$ cat config.mk
export PLATFORM = sky130hd
export DESIGN_NAME = seg_pattern_reader
export DESIGN_NICKNAME = d
export VERILOG_FILES = /design/src/rtl/seg_pattern_reader.sv
export SDC_FILE = /design/constraint.sdc
export NUM_CORES = 1
export LEC_CHECK = 0
export ABC_AREA = 1
export ABC_CLOCK_PERIOD_IN_PS = 5280
export CAP_MARGIN = 20
export CORE_ASPECT_RATIO = 1.1
export CORE_UTILIZATION = 52
export CTS_CLUSTER_DIAMETER = 80
export CTS_CLUSTER_SIZE = 16
export DETAILED_ROUTE_END_ITERATION = 8
export HOLD_SLACK_MARGIN = 0.08
export PLACE_DENSITY = 0.78
export SETUP_SLACK_MARGIN = 0.05
export SYNTH_ARGS = -nofsm -noshare
export SYNTH_HDL_FRONTEND = slang
export SYNTH_SLANG_ARGS = --single-unit
$ cat constraint.sdc
create_clock -name clk -period 5.28 [get_ports clk]
set_input_delay 1.056 -clock clk [delete_from_list [all_inputs] [get_ports clk]]
set_output_delay 1.056 -clock clk [all_outputs]
set_load 0.05 [all_outputs]
$ cat src/rtl/seg_pattern_reader.sv
// Purpose : recovers BCD digits from a multiplexed active-low seven-segment bus (sync, stability filter, decode).
// Latency : a stable input sampled first at edge 0 is captured and visible after edge STABLE_CYCLES+1.
// Backpres: none; the display bus is free-running and sampled every cycle. Optional SEG_READER_ERR_COUNT_EN adds err_count.
module seg_pattern_reader #(
   parameter int NUM_DIGITS    = 4,
   parameter int STABLE_CYCLES = 4
) (
   input  logic                    clk,
   input  logic                    rst_n,
   input  logic [6:0]              seg_n,
   input  logic [NUM_DIGITS-1:0]   dig_sel_n,
   input  logic                    clear,
   output logic [4*NUM_DIGITS-1:0] digit_values,
   output logic [NUM_DIGITS-1:0]   digit_valid,
   output logic                    frame_done,
   output logic                    code_err
`ifdef SEG_READER_ERR_COUNT_EN
   ,
   output logic [7:0]              err_count
`endif
);

   // Counter must be able to hold STABLE_CYCLES itself (saturated value after a capture).
   localparam int CNT_W = $clog2(STABLE_CYCLES + 1);
   localparam logic [CNT_W-1:0] CNT_ZERO = '0;
   localparam logic [CNT_W-1:0] CNT_ONE  = CNT_W'(1);
   localparam logic [CNT_W-1:0] CNT_CAP  = CNT_W'(STABLE_CYCLES - 1);
   localparam logic [CNT_W-1:0] CNT_FULL = CNT_W'(STABLE_CYCLES);
   localparam logic [NUM_DIGITS-1:0] SEL_ONE = NUM_DIGITS'(1);

   typedef enum logic [1:0] {
      IDLE  = 2'd0,
      TRACK = 2'd1,
      HELD  = 2'd2
   } state_t;

   // Two-flop synchronisers; reset to all-ones = blank segments, no digit selected.
   logic [6:0]            seg_s1_q, seg_s1_d, seg_s2_q, seg_s2_d;
   logic [NUM_DIGITS-1:0] sel_s1_q, sel_s1_d, sel_s2_q, sel_s2_d;

   // Filter state.
   state_t                state_q, state_d;
   logic [CNT_W-1:0]      cnt_q, cnt_d;
   logic [6:0]            prev_seg_q, prev_seg_d;
   logic [NUM_DIGITS-1:0] prev_sel_q, prev_sel_d;

   // Captured state.
   logic [4*NUM_DIGITS-1:0] values_q, values_d;
   logic [NUM_DIGITS-1:0]   valid_q, valid_d;
   logic [NUM_DIGITS-1:0]   mask_q, mask_d;
   logic                    frame_q, frame_d;
   logic                    err_q, err_d;
`ifdef SEG_READER_ERR_COUNT_EN
   logic [7:0]              errcnt_q, errcnt_d;
`endif

   // Derived combinational signals.
   logic [NUM_DIGITS-1:0] sel_hot;
   logic                  sel_legal;
   logic                  sample_match;
   logic [6:0]            seg_lit;
   logic                  dec_ok;
   logic                  dec_blank;
   logic [3:0]            dec_val;
   logic                  capture;
   logic [NUM_DIGITS-1:0] mask_upd;

   // Synchroniser next-state: each stage simply shifts the previous one.
   always_comb begin
      seg_s1_d = seg_n;
      seg_s2_d = seg_s1_q;
      sel_s1_d = dig_sel_n;
      sel_s2_d = sel_s1_q;
   end

   // Synchroniser registers.
   always_ff @(posedge clk or negedge rst_n) begin
      if (!rst_n) begin
         seg_s1_q <= '1;
         seg_s2_q <= '1;
         sel_s1_q <= '1;
         sel_s2_q <= '1;
      end else begin
         seg_s1_q <= seg_s1_d;
         seg_s2_q <= seg_s2_d;
         sel_s1_q <= sel_s1_d;
         sel_s2_q <= sel_s2_d;
      end
   end

   // Select legality: exactly one active-low select bit; compare sample with the tracked one.
   always_comb begin
      sel_hot      = ~sel_s2_q;
      sel_legal    = (sel_hot != '0) && ((sel_hot & (sel_hot - SEL_ONE)) == '0);
      sample_match = (sel_s2_q == prev_sel_q) && (seg_s2_q == prev_seg_q);
   end

   // Pattern decoder: exact match on lit segments {g,f,e,d,c,b,a}.
   always_comb begin
      seg_lit   = ~seg_s2_q;
      dec_ok    = 1'b1;
      dec_val   = 4'd0;
      dec_blank = (seg_lit == 7'h00);
      case (seg_lit)
         7'h3F:   dec_val = 4'd0;
         7'h06:   dec_val = 4'd1;
         7'h5B:   dec_val = 4'd2;
         7'h4F:   dec_val = 4'd3;
         7'h66:   dec_val = 4'd4;
         7'h6D:   dec_val = 4'd5;
         7'h7D:   dec_val = 4'd6;
         7'h07:   dec_val = 4'd7;
         7'h7F:   dec_val = 4'd8;
         7'h6F:   dec_val = 4'd9;
         default: dec_ok  = 1'b0;
      endcase
   end

   // Stability filter FSM: next state, counter and the single capture strike per stable period.
   always_comb begin
      state_d    = state_q;
      cnt_d      = cnt_q;
      prev_sel_d = prev_sel_q;
      prev_seg_d = prev_seg_q;
      capture    = 1'b0;
      if (!sel_legal) begin
         state_d = IDLE;
         cnt_d   = CNT_ZERO;
      end else begin
         case (state_q)
            IDLE: begin
               state_d    = TRACK;
               prev_sel_d = sel_s2_q;
               prev_seg_d = seg_s2_q;
               cnt_d      = CNT_ONE;
            end
            TRACK: begin
               if (sample_match) begin
                  if (cnt_q == CNT_CAP) begin
                     capture = 1'b1;
                     state_d = HELD;
                     cnt_d   = CNT_FULL;
                  end else begin
                     cnt_d = cnt_q + CNT_ONE;
                  end
               end else begin
                  prev_sel_d = sel_s2_q;
                  prev_seg_d = seg_s2_q;
                  cnt_d      = CNT_ONE;
               end
            end
            HELD: begin
               // Already captured this pattern; only a change restarts tracking.
               if (!sample_match) begin
                  state_d    = TRACK;
                  prev_sel_d = sel_s2_q;
                  prev_seg_d = seg_s2_q;
                  cnt_d      = CNT_ONE;
               end
            end
            default: begin
               state_d = IDLE;
               cnt_d   = CNT_ZERO;
            end
         endcase
      end
      if (clear) begin
         state_d = IDLE;
         cnt_d   = CNT_ZERO;
      end
   end

   // FSM and tracking registers.
   always_ff @(posedge clk or negedge rst_n) begin
      if (!rst_n) begin
         state_q    <= IDLE;
         cnt_q      <= CNT_ZERO;
         prev_sel_q <= '1;
         prev_seg_q <= '1;
      end else begin
         state_q    <= state_d;
         cnt_q      <= cnt_d;
         prev_sel_q <= prev_sel_d;
         prev_seg_q <= prev_seg_d;
      end
   end

   // Capture update: valid digits fill the frame mask, bad patterns raise the sticky error; clear wins.
   always_comb begin
      values_d = values_q;
      valid_d  = valid_q;
      mask_d   = mask_q;
      err_d    = err_q;
      frame_d  = 1'b0;
      mask_upd = mask_q | sel_hot;
`ifdef SEG_READER_ERR_COUNT_EN
      errcnt_d = errcnt_q;
`endif
      if (capture) begin
         if (dec_ok) begin
            for (int d = 0; d < NUM_DIGITS; d++) begin
               if (sel_hot[d]) begin
                  values_d[4*d +: 4] = dec_val;
               end
            end
            valid_d = valid_q | sel_hot;
            if (&mask_upd) begin
               // Frame complete: pulse and start collecting the next frame.
               frame_d = 1'b1;
               mask_d  = '0;
            end else begin
               mask_d = mask_upd;
            end
         end else if (!dec_blank) begin
            err_d   = 1'b1;
            valid_d = valid_q & ~sel_hot;
`ifdef SEG_READER_ERR_COUNT_EN
            errcnt_d = (errcnt_q == 8'hFF) ? errcnt_q : errcnt_q + 8'd1;
`endif
         end
      end
      if (clear) begin
         values_d = '0;
         valid_d  = '0;
         mask_d   = '0;
         err_d    = 1'b0;
         frame_d  = 1'b0;
`ifdef SEG_READER_ERR_COUNT_EN
         errcnt_d = 8'd0;
`endif
      end
   end

   // Captured-state registers.
   always_ff @(posedge clk or negedge rst_n) begin
      if (!rst_n) begin
         values_q <= '0;
         valid_q  <= '0;
         mask_q   <= '0;
         frame_q  <= 1'b0;
         err_q    <= 1'b0;
`ifdef SEG_READER_ERR_COUNT_EN
         errcnt_q <= 8'd0;
`endif
      end else begin
         values_q <= values_d;
         valid_q  <= valid_d;
         mask_q   <= mask_d;
         frame_q  <= frame_d;
         err_q    <= err_d;
`ifdef SEG_READER_ERR_COUNT_EN
         errcnt_q <= errcnt_d;
`endif
      end
   end

   assign digit_values = values_q;
   assign digit_valid  = valid_q;
   assign frame_done   = frame_q;
   assign code_err     = err_q;
`ifdef SEG_READER_ERR_COUNT_EN
   assign err_count    = errcnt_q;
`endif

endmodule

=== Yosys cells after proc, flatten, opt, wreduce, memory -nomap -nowiden ===
Index checks and enable logic that the tools add are counted.

* $add $sub $neg: 2
* Eq/ne operators: 22
* Mux-type cells: 45
* Bitwise gates (word level): 7
* Reduce and logical (&&, ||, !) cells: 25

{| class="wikitable"
|+ Operator list
! cell !! count
|-
| $mux 4 || 13
|-
| $eq 7x7->1 const B || 7
|-
| $mux 16 || 3
|-
| $pmux 4 s9 || 1
|-
| $reduce_and 3->1 || 7
|-
| $mux 3 || 5
|-
| $eq 7x3->1 const B || 2
|-
| $pmux 7 s2 || 1
|-
| $reduce_bool 2->1 || 7
|-
| $mux 1 || 13
|-
| $ne 4x4->1 const B || 3
|-
| $mux 2 || 5
|-
| $reduce_or 10->1 || 1
|-
| $pmux 3 s3 || 1
|-
| $and 4x4->4 || 2
|-
| $not 4->4 || 2
|-
| $or 4x4->4 || 2
|-
| $pmux 4 s2 || 1
|-
| $eq 7x6->1 const B || 1
|-
| $eq 7x7->1 || 1
|-
| $logic_not 7->1 || 1
|-
| $mux 7 || 1
|-
| $not 7->7 || 1
|-
| $ne 2x2->1 const B || 3
|-
| other kinds (15) || 17
|}

* Flip-flop bits (word level): 64

=== Logic depth before layout (Yosys ltp) ===
* Depth in word-level cells: 8
* Depth in mapped cells: 13

=== Worst setup path after synthesis ===
Ideal clock, no wire load.

* Path type: input port to flip-flop
* From: input port clear
* To: register values_q[15] (netlist: digit_values[15])
* Data arrival time: 2.061 ns
* Required time: 5.214 ns
* Path slack: 3.154 ns
* Stages: 7
* Path buffers: 2
* Cells stage by stage: buf_2 inv_1 clkbuf_1 nand2_1 nand3_4 nand2_1 nand2_1

* Word-level cells in the longest chain between the ends: 2
* Elaborated cells on any way between the ends: 5
* Those cells by class: mux (1); reduce/logical (4)

{| class="wikitable"
|+ Ends and longest elaborated chain
! what !! RTL line !! RTL
|-
| start, declared || 12 || <nowiki>input logic clear,</nowiki>
|-
| $reduce_bool 2->1 (no line) || -- ||
|-
| $reduce_and 3->1 (no line) || -- ||
|-
| end signal, assigned || 246 || <nowiki>values_q <= values_d;</nowiki>
|-
| end, declared || 48 || <nowiki>logic [4*NUM_DIGITS-1:0] values_q, values_d;</nowiki>
|}

Several ways; a longest one is shown, not always the timed one.
A chain may end at the register's enable or synchronous reset.

=== Worst setup path in the final report ===
* From: input port clear
* To: register values_q[6] (netlist: digit_values[6])

The elaborated chain is that of the path after synthesis.

==> metrics <==
Critical Path RT=5.50 ns; Crit path largest cell delay=0.65 ns; hold slack=0.355 ns; Synth Warn #=0; Diodes inserted=0; Post-DP Area=3490 um2; Arr. time, crit path=2.86 ns; Setup Fix Bufs, Post-CTS=0; Seq. cell area=1640 um2; Mapped Area=3110 um2; Buffers on Ports=35; status=complete, no violations; Clk pin slew, worst setup/hold paths=0.06 ns; total congestion overflow=0; fmax=378 MHz; DP Wirelength=4.12 mm; drt initial violations=99; clock sinks=64; Place WS=2.31 ns; Top Ports=36; most frequent cells in the layout=nand2_1 (109), clkdlybuf4s50_1 (34), dfstp_2 (33); final worst slack=2.63 ns; post-route ant nets=0; RSZ-0062 raised after global routing=false; synth-to-layout area growth=17.8%; clock tree from TritonCTS=yes; fin util=0.636; max_slew headroom=0.502; Filler cells=495; Yosys reg bits=64; Tot GR Track Use=0.200; Synth cell types=28; antenna violations before repair=0; RD Place Congestion=0.884; post-route cell area=3670 um2; min-delay src=seg_s1_q[3]; area of the multi-input gates=1310 um2; leakage=1.69 nW; critical path cell sequence=clkdlybuf4s50_1 -> inv_1 -> nand2_2 -> nand3_1 -> nand2_1 -> nand2_1; Die ar.=6300 um2; Initial Util=0.540; CTS Buffer Depth=2; critical path capture point type=flip-flop; crit-path max FO=23; layout cell share with drive strength beyond 1=0.205; Post-Route WL=5.57 mm; Final Hold Viols=0; Crit-path slowest cell=clkdlybuf4s50_1; commonest non-fill, non-tap cell in the layout=nand2_1; syn nets=370; final period utilization=0.501; Syn Area/Cell=8.92 um2; final-stage net count=407; r2r endpoint=digit_values[6]; clk_lat worst skew=0.33 ns; WP buf/inv=2; global-route wire length before repair=9.53 mm; RR Startpoint=seg_s2_q[2]; post-CTS resize count=0; fin crit period=2.65 ns; Vias=2426; hold buffer count at cts=0; Row Count=29; largest net degree at the start of global routing=65; Worst Skew=0.00740 ns; post-synthesis sequential area ratio=0.528; TritonCTS Buffers=9; Top delay family on crit path=buffers and inverters; Crit Path Category=in -> reg; vias in the first global route=2178; crit-path most repeated cell=nand2_1; Die X=75.8 um; drt first pass iters=4; DR vias/cell=5.19; Max VDD drop=0.177 mV; area of the core=5770 um2; Final TNS setup=0 ns; max-slew violations=0; Mapped Cells=349; Pwr Density=308 nW/um2; hold-critical path depth=0; Max Cap Viol=0; # setup viols final=0; element type at the critical path start=input port; drt wl/cell=11.9 um; drt drc=0; worst min-delay path class=reg -> reg; reg2reg path depth=8; Hold Crit Endpoint=seg_s2_q[3]; H-tree levels=3; pin slew with the least headroom to its limit=0.747 ns; FF-to-FF setup slack=3.08 ns; CTS root buffer=clkbuf_8; Die H=83.2 um
per-stage QoR:
stage,instances,total power [mW]
after floorplan,349,0.710
after global placement,452,0.752
after detailed placement,452,0.759
after CTS,467,1.14
after global routing,467,1.18
final,467,1.13
power by group:
group | total, mW | internal, mW | switching, mW
Clock | 0.378 | 0.209 | 0.169
Combinational | 0.170 | 0.0638 | 0.106
Sequential | 0.580 | 0.550 | 0.0301
Total | 1.13 | 0.823 | 0.305
synthesized netlist by cell type:
cell type | number | area, um2
clkbuf_1 | 1 | 3.75
nor3_1 | 5 | 25.0
nor2_1 | 26 | 97.6
buf_8 | 1 | 15.0
nand4_1 | 21 | 131
xnor2_1 | 7 | 61.3
inv_1 | 15 | 56.3
buf_2 | 2 | 10.0
dfrtp_1 | 31 | 776
o22ai_1 | 3 | 18.8
nand2_1 | 109 | 409
or2_2 | 4 | 25.0
o21ai_1 | 12 | 60.1
nand3_1 | 21 | 105
nor3b_1 | 3 | 22.5
buf_6 | 1 | 11.3
nand2_2 | 9 | 56.3
nand3_2 | 1 | 10.0
ha_1 | 7 | 87.6
o21ai_2 | 1 | 8.76
buf_4 | 5 | 37.5
and2_1 | 2 | 12.5
nand3_4 | 4 | 70.1
o21ai_0 | 12 | 60.1
inv_2 | 8 | 30.0
nor2_2 | 2 | 12.5
dfstp_2 | 33 | 867
nor2_4 | 3 | 33.8
kinds of logic (layout without fill, tap and decap cells):
kind of cell / after synthesis / in the layout / share of synthesized area
simple gates: 210 / 210 / 0.325
flops: 64 / 64 / 0.528
buf+inv: 33 / 74 / 0.0526
compound gates: 28 / 28 / 0.0474
fa+ha+maj: 7 / 7 / 0.0281
xor+xnor: 7 / 7 / 0.0197
worst max path at each step:
stage                        to  start  slack, ns  cells after the start
2_1_floorplan  digit_values[15]  clear       3.15                      7
3_3_place_gp    digit_values[4]  clear       2.40                      6
3_5_place_dp    digit_values[6]  clear       2.31                      6
4_1_cts         digit_values[6]  clear       2.65                      6
5_1_grt         digit_values[6]  clear       2.47                      6
6_report        digit_values[6]  clear       2.63                      6
cell type report:
cell class,instances,area share
clock buffers,13,0.0464
multi-input cells,252,0.357
inverters,23,0.0235
repair buffers,36,0.0962
flip-flops and latches,64,0.448
clock inverters,2,0.00307
well taps,77,0.0263
state kept, by name (all words and copies together), names as in the netlist:
register	cells
digit_valid	4
frame_done	1
mask_q	4
prev_seg_q	7
digit_values	16
code_err	1
cnt_q	3
sel_s1_q	4
sel_s2_q	4
prev_sel_q	4
seg_s1_q	7
seg_s2_q	7
state_q	2
routing by layer:
layer	vias to the layer above	GRT usage	share of wire
li1	1212	-	-
met1	1143	0.257	0.44
met2	58	0.316	0.50
met3	13	0.0340	0.036
met4	0	0.106	0.024
met5	-	0	0
Note: power is estimated with default switching activity, not from simulation.
